--- config.mk ---
export PLATFORM = sky130hd
export DESIGN_NAME = sid_bus_arbiter
export DESIGN_NICKNAME = d
export VERILOG_FILES = /design/src/rtl/sid_bus_arbiter_pkg.sv /design/src/rtl/sid_arb_fifo.sv /design/src/rtl/sid_bus_arbiter.sv
export SDC_FILE = /design/constraint.sdc
export NUM_CORES = 1
export LEC_CHECK = 0
export BUFFER_PORTS_ARGS = -buffer_cell sky130_fd_sc_hd__buf_2
export CORE_UTILIZATION = 45
export CTS_CLUSTER_DIAMETER = 120
export DETAILED_ROUTE_END_ITERATION = 16
export PLACE_DENSITY = 0.67
export SYNTH_ARGS = -nofsm -noshare
export SYNTH_HDL_FRONTEND = slang
export SYNTH_SLANG_ARGS = --single-unit
--- constraint.sdc ---
create_clock -name clk -period 6.8 [get_ports clk]
set_clock_uncertainty 0.15 [all_clocks]
set_input_delay 1.36 -clock clk [delete_from_list [all_inputs] [get_ports clk]]
set_output_delay 1.36 -clock clk [all_outputs]
set_load 0.01 [all_outputs]
--- src/rtl/sid_bus_arbiter_pkg.sv ---
// Shared types and constants for the SID register bus arbiter.
package sid_bus_arbiter_pkg;

    localparam int ARB_FIFO_DEPTH = 4;

    // One host register write waiting for an idle slot.
    typedef struct packed {
        logic [1:0] chip;
        logic [4:0] addr;
        logic [7:0] data;
    } arb_req_t;

    typedef enum logic [2:0] {
        ARB_IDLE   = 3'd0,
        ARB_SETTLE = 3'd1,
        ARB_PAD    = 3'd2,
        ARB_HOST   = 3'd3,
        ARB_SKIP   = 3'd4
    } arb_state_t;

    // Saturating 16-bit increment for event counters.
    function automatic logic [15:0] sat_inc16(input logic [15:0] v);
        logic [15:0] r;
        if (v == 16'hFFFF) begin
            r = v;
        end else begin
            r = v + 16'd1;
        end
        return r;
    endfunction

endpackage

--- src/rtl/sid_arb_fifo.sv ---
// Host write FIFO: holds arb_req_t entries until an idle phi2 slot drains them.
// Push is ignored when full, pop is ignored when empty. The ready flag is
// registered so the host sees a clean flop output.
module sid_arb_fifo
    import sid_bus_arbiter_pkg::*;
#(
    parameter int DEPTH = ARB_FIFO_DEPTH
) (
    input  logic                     clk,
    input  logic                     rst_n,
    input  logic                     push_i,
    input  logic                     pop_i,
    input  arb_req_t                 din_i,
    output arb_req_t                 dout_o,
    output logic [$clog2(DEPTH):0]   level_o,
    output logic                     ready_o
);

    localparam int PW = $clog2(DEPTH);
    localparam int LW = PW + 1;

    arb_req_t          mem_q [DEPTH];
    logic [PW-1:0]     wr_ptr_q, wr_ptr_d;
    logic [PW-1:0]     rd_ptr_q, rd_ptr_d;
    logic [LW-1:0]     level_q, level_d;
    logic              ready_q, ready_d;
    logic              push_s, pop_s;

    assign push_s  = push_i & ready_q;
    assign pop_s   = pop_i & (level_q != {LW{1'b0}});
    assign dout_o  = mem_q[rd_ptr_q];
    assign level_o = level_q;
    assign ready_o = ready_q;

    // Next pointer/level/ready; pointers wrap naturally since DEPTH is a power of two.
    always_comb begin
        wr_ptr_d = wr_ptr_q;
        rd_ptr_d = rd_ptr_q;
        level_d  = level_q;
        if (push_s) begin
            wr_ptr_d = wr_ptr_q + {{(PW-1){1'b0}}, 1'b1};
        end else begin
            wr_ptr_d = wr_ptr_q;
        end
        if (pop_s) begin
            rd_ptr_d = rd_ptr_q + {{(PW-1){1'b0}}, 1'b1};
        end else begin
            rd_ptr_d = rd_ptr_q;
        end
        case ({push_s, pop_s})
            2'b10:   level_d = level_q + {{(LW-1){1'b0}}, 1'b1};
            2'b01:   level_d = level_q - {{(LW-1){1'b0}}, 1'b1};
            default: level_d = level_q;
        endcase
        ready_d = (level_d != LW'(DEPTH));
    end

    // Pointer, level and ready registers.
    always_ff @(posedge clk or negedge rst_n) begin
        if (!rst_n) begin
            wr_ptr_q <= {PW{1'b0}};
            rd_ptr_q <= {PW{1'b0}};
            level_q  <= {LW{1'b0}};
            ready_q  <= 1'b1;
        end else begin
            wr_ptr_q <= wr_ptr_d;
            rd_ptr_q <= rd_ptr_d;
            level_q  <= level_d;
            ready_q  <= ready_d;
        end
    end

    // Entry storage, written at the tail on an accepted push.
    always_ff @(posedge clk or negedge rst_n) begin
        if (!rst_n) begin
            for (int i = 0; i < DEPTH; i++) begin
                mem_q[i] <= '0;
            end
        end else if (push_s) begin
            mem_q[wr_ptr_q] <= din_i;
        end
    end

endmodule

--- src/rtl/sid_bus_arbiter.sv ---
// SID register bus arbiter: each phi2 high phase is one access slot. A pad
// chip access always wins; otherwise the slot drains one queued host write.
// Optional build macro SID_ARB_STATS_EN adds saturating grant/stall counters.
module sid_bus_arbiter
    import sid_bus_arbiter_pkg::*;
#(
    parameter int FIFO_DEPTH = ARB_FIFO_DEPTH,
    parameter int SETTLE     = 6
) (
    input  logic                         clk,
    input  logic                         rst_n,
    input  logic                         phi2,
    input  logic                         pad_cs_n,
    input  logic [1:0]                   pad_chip,
    input  logic                         pad_we,
    input  logic [4:0]                   pad_addr,
    input  logic [7:0]                   pad_data,
    input  logic                         host_valid,
    output logic                         host_ready,
    input  logic [1:0]                   host_chip,
    input  logic [4:0]                   host_addr,
    input  logic [7:0]                   host_data,
    output logic                         sid_cs_n,
    output logic [1:0]                   sid_chip,
    output logic                         sid_we,
    output logic [4:0]                   sid_addr,
    output logic [7:0]                   sid_data,
    output logic                         sid_src,
`ifdef SID_ARB_STATS_EN
    output logic [15:0]                  pad_grants,
    output logic [15:0]                  host_grants,
    output logic [15:0]                  host_stalls,
`endif
    output logic [$clog2(FIFO_DEPTH):0]  fifo_level
);

    localparam int CW = $clog2(SETTLE) + 1;
    localparam int LW = $clog2(FIFO_DEPTH) + 1;

    arb_state_t     state_q, state_d;
    logic [CW-1:0]  cnt_q, cnt_d;
    logic           phi2_q;
    logic           rise_s, fall_s;

    logic           cs_n_q, cs_n_d;
    logic [1:0]     chip_q, chip_d;
    logic           we_q, we_d;
    logic [4:0]     addr_q, addr_d;
    logic [7:0]     data_q, data_d;
    logic           src_q, src_d;

    logic           push_s, pop_s;
    arb_req_t       push_req_s, head_s;
    logic [LW-1:0]  level_s;
    logic           ready_s;

    assign rise_s = phi2 & ~phi2_q;
    assign fall_s = ~phi2 & phi2_q;

    assign push_req_s = '{chip: host_chip, addr: host_addr, data: host_data};
    assign push_s     = host_valid & ready_s;

    sid_arb_fifo #(
        .DEPTH (FIFO_DEPTH)
    ) u_fifo (
        .clk     (clk),
        .rst_n   (rst_n),
        .push_i  (push_s),
        .pop_i   (pop_s),
        .din_i   (push_req_s),
        .dout_o  (head_s),
        .level_o (level_s),
        .ready_o (ready_s)
    );

    // Slot FSM: wait for chip select to settle, then grant pad, host or nothing.
    always_comb begin
        state_d = state_q;
        cnt_d   = cnt_q;
        pop_s   = 1'b0;
        cs_n_d  = cs_n_q;
        chip_d  = chip_q;
        we_d    = we_q;
        addr_d  = addr_q;
        data_d  = data_q;
        src_d   = src_q;
        case (state_q)
            ARB_IDLE: begin
                if (rise_s) begin
                    state_d = ARB_SETTLE;
                    cnt_d   = {CW{1'b0}};
                end else begin
                    state_d = ARB_IDLE;
                end
            end
            ARB_SETTLE: begin
                if (fall_s) begin
                    // Short phi2 high: abandon the slot without granting.
                    state_d = ARB_IDLE;
                end else if (cnt_q == CW'(SETTLE - 1)) begin
                    if (!pad_cs_n) begin
                        state_d = ARB_PAD;
                        cs_n_d  = 1'b0;
                        chip_d  = pad_chip;
                        we_d    = pad_we;
                        addr_d  = pad_addr;
                        data_d  = pad_data;
                        src_d   = 1'b0;
                    end else if (level_s != {LW{1'b0}}) begin
                        state_d = ARB_HOST;
                        pop_s   = 1'b1;
                        cs_n_d  = 1'b0;
                        chip_d  = head_s.chip;
                        we_d    = 1'b1;
                        addr_d  = head_s.addr;
                        data_d  = head_s.data;
                        src_d   = 1'b1;
                    end else begin
                        state_d = ARB_SKIP;
                    end
                end else begin
                    cnt_d = cnt_q + {{(CW-1){1'b0}}, 1'b1};
                end
            end
            ARB_PAD: begin
                if (fall_s) begin
                    state_d = ARB_IDLE;
                    cs_n_d  = 1'b1;
                end else begin
                    // The CPU may still be driving the cycle; follow it.
                    we_d   = pad_we;
                    addr_d = pad_addr;
                    data_d = pad_data;
                end
            end
            ARB_HOST, ARB_SKIP: begin
                if (fall_s) begin
                    state_d = ARB_IDLE;
                    cs_n_d  = 1'b1;
                end else begin
                    state_d = state_q;
                end
            end
            default: begin
                state_d = ARB_IDLE;
                cs_n_d  = 1'b1;
            end
        endcase
    end

    // FSM state, settle counter and phi2 history.
    always_ff @(posedge clk or negedge rst_n) begin
        if (!rst_n) begin
            state_q <= ARB_IDLE;
            cnt_q   <= {CW{1'b0}};
            phi2_q  <= 1'b0;
        end else begin
            state_q <= state_d;
            cnt_q   <= cnt_d;
            phi2_q  <= phi2;
        end
    end

    // Registered granted-access outputs toward sid_api.
    always_ff @(posedge clk or negedge rst_n) begin
        if (!rst_n) begin
            cs_n_q <= 1'b1;
            chip_q <= 2'd0;
            we_q   <= 1'b0;
            addr_q <= 5'd0;
            data_q <= 8'd0;
            src_q  <= 1'b0;
        end else begin
            cs_n_q <= cs_n_d;
            chip_q <= chip_d;
            we_q   <= we_d;
            addr_q <= addr_d;
            data_q <= data_d;
            src_q  <= src_d;
        end
    end

    assign sid_cs_n   = cs_n_q;
    assign sid_chip   = chip_q;
    assign sid_we     = we_q;
    assign sid_addr   = addr_q;
    assign sid_data   = data_q;
    assign sid_src    = src_q;
    assign host_ready = ready_s;
    assign fifo_level = level_s;

`ifdef SID_ARB_STATS_EN
    logic [15:0] pad_grants_q, host_grants_q, host_stalls_q;

    // Saturating counters of pad slots, host slots and host stall cycles.
    always_ff @(posedge clk or negedge rst_n) begin
        if (!rst_n) begin
            pad_grants_q  <= 16'd0;
            host_grants_q <= 16'd0;
            host_stalls_q <= 16'd0;
        end else begin
            if (state_q == ARB_SETTLE && state_d == ARB_PAD) begin
                pad_grants_q <= sat_inc16(pad_grants_q);
            end
            if (state_q == ARB_SETTLE && state_d == ARB_HOST) begin
                host_grants_q <= sat_inc16(host_grants_q);
            end
            if (host_valid && !ready_s) begin
                host_stalls_q <= sat_inc16(host_stalls_q);
            end
        end
    end

    assign pad_grants  = pad_grants_q;
    assign host_grants = host_grants_q;
    assign host_stalls = host_stalls_q;
`endif

endmodule

==> summary.txt <==
status -> finished clean
gr usage total -> 0.181
Worst Tran Pin Value -> 1.04 ns
Bufs on Longest Clock Path -> 2
count of clock tree sinks -> 94
Placer Congestion -> 0.784
first-pass GRT wire length -> 13800 um
Design Area, Final -> 4990 um^2
Post-Syn Nets -> 336
Top Family by Delay on Critical Path -> simple AND/OR/NAND/NOR gates
post-synthesis cell type count -> 44
critical path's largest stage delay -> 0.41 ns
worst skew pair latency -> 0.36 ns
relative slew slack -> 0.308
fin crit share -> 0.452
most common cell in the synthesized netlist -> dfrtp_1
cell count after synthesis -> 292
Max VDD drop -> 0.151 mV
CTS Buf Count -> 9
Remaining Overflow, GRT -> 0
largest net degree at the start of global routing -> 69
final wirelength -> 8050 um
nature of the critical path startpoint -> primary input
Top Ports -> 58
CP max stage cell -> fa_1
max-slew violations -> 0
Top FF cell, synth -> dfrtp_1
nets@finish -> 392
post-synth top area share -> 0.523
Setup Crit Path Kind -> primary input to register
Syn Area/Cell -> 15.1 um^2
worst hold path type -> register to register
die height -> 101 um
diode count -> 0
number of remaining DRC errors -> 0
Die X -> 101 um
asr flop ratio synth -> 1.00
Final WS setup -> 3.73 ns
CTS root buf -> clkbuf_8
EDFF count, synth -> 0
number of global-route vias before repair -> 2676
post-CTS setup buffer count -> 0
DP Cell Count -> 466
drt pass-1 iters -> 6
Worst Setup End Kind -> register
fraction of layout cells with a size suffix above 1 -> 0.501
Post-Synthesis Cell Area -> 4400 um^2
total placed instance area -> 4770 um^2
port buffer count -> 57
post-layout power -> 2.18 mW
CTS Hold Bufs -> 0
Final ANT Viol Nets -> 0
#FFs+latches synth -> 94
die footprint -> 10200 um^2
final core utilization -> 0.533
CTS H-Tree Depth -> 3
CP Data Required Time -> 6.95 ns
final setup TNS -> 0 ns
Final Hold Fails -> 0
number of vias per cell -> 5.30
Max Cap Viol -> 0
Pwr Density -> 436 nW/um^2
initial drt markers -> 73
top cells by count, synth -> dfrtp_1 (92), mux2_2 (89), inv_1 (9), nand2_1 (9)
initial core utilization -> 0.469
Setup WS pre-CTS -> 3.40 ns
worst-path fanout max -> 7
ranking of synthesized cells by area -> dfrtp_1 (52%), mux2_2 (23%), mux4_1 (4.2%), mux4_2 (4.1%), ha_1 (2.0%)
layout overhead on the synthesized area -> 13.5%
Buf/Inv on CP -> 2
Setup-failing EPs final -> 0
Yosys warning count -> 0
worst hold margin -> 0.316 ns
RSZ-0062 raised after global routing -> no
Seq/Total Area, Yosys -> 0.535
DP HPWL -> 5400 um
FP Rows -> 35
TritonCTS clock tree -> done
DR vias -> 2554
core area -> 9370 um^2
Reg clk slew, reported paths -> 0.09 ns
largest area contributor in the netlist -> dfrtp_1
post-cts resize count -> 0
FMAX -> 325 MHz
Critical Path AT -> 3.23 ns
initial antenna violation count -> 0
fin cells -> 482
cell chain of the critical path -> buf_2 -> nor2b_1 -> and4b_1 -> ha_1 -> inv_1 -> fa_1 -> o21ai_0 -> nor2_1 -> nand2_1
crit path time final -> 3.07 ns
leakage -> 2.21 nW
WL/cell -> 16.7 um
## routing by layer
layer	up-vias	routed length, um	track usage	part of all wire
li1	1189	-	-	-
met1	1315	3700	0.247	0.46
met2	40	4000	0.290	0.50
met3	10	215	0.0312	0.027
met4	0	127	0.0691	0.016
met5	-	0	0	0
## worst paths after layout
path / slack (ns) / to / from / cells after the start
setup / recovery: 3.73 / u_fifo.ready_o / phi2 / 9
hold / removal: 0.32 / sid_cs_n / sid_cs_n / 2
setup reg to reg: 4.21 / u_fifo.ready_o / cnt_q[1] / 11
hold reg to reg: 0.32 / sid_cs_n / sid_cs_n / 2
max in group asynchronous: 4.61 / sid_data[1] / rst_n / 2
min in group asynchronous: 0.75 / cnt_q[1] / rst_n / 1
## placed cells by master (no fill, tap or decap), drive strengths merged, types with 3 or more instances in the layout
master,count
xnor2,3
nand2b,4
dfrtp,92
buf,59
o21ai,6
ha,7
nand3,5
inv,11
mux2,91
nand2,9
a21oi,3
clkbuf,10
mux4,15
nor2,5
xor2,3
## flip-flops by register name (all words and copies together) (netlist names)
register / count
u_fifo.mem_q: 60
u_fifo.rd_ptr_q: 2
u_fifo.wr_ptr_q: 2
sid_we: 1
cnt_q: 4
sid_cs_n: 1
phi2_q: 1
sid_chip: 2
state_q: 3
sid_src: 1
sid_addr: 5
u_fifo.level_o: 3
u_fifo.ready_o: 1
sid_data: 8
## tightest hold or removal path: cells and delay by family, from the launching register on
family	cells	cell delay, ns
flip-flops	1	0.37
AO/OA/AOI/OAI	1	0.05
buffers and inverters	1	0.04
## kinds of logic after synthesis
| logic type | after synthesis | share of synthesized area |
|---|---|---|
| buffers and inverters | 23 | 0.0282 |
| XOR/XNOR | 6 | 0.0120 |
| multiplexers | 107 | 0.318 |
| flip-flops | 94 | 0.535 |
| adder cells (fa/ha/maj) | 8 | 0.0245 |
| AO/OA/AOI/OAI | 20 | 0.0327 |
| AND/OR/NAND/NOR | 34 | 0.0492 |
## power by group
group          internal [mW]  switching, mW  total [mW]
registers              0.833          0.184        1.02
logic                  0.466          0.288       0.754
clock network          0.210          0.197       0.407
## layout make-up
type / instances / area [um^2]
Clock buffer: 10 / 128
Clock inverter: 6 / 92.6
Sequential cell: 94 / 2350
Fill cell: 832 / 4380
Multi-Input combinational cell: 175 / 1920
Inverter: 9 / 33.8
Timing Repair Buffer: 59 / 303
Tap cell: 129 / 161
Note: power is estimated with default switching activity, not from simulation.
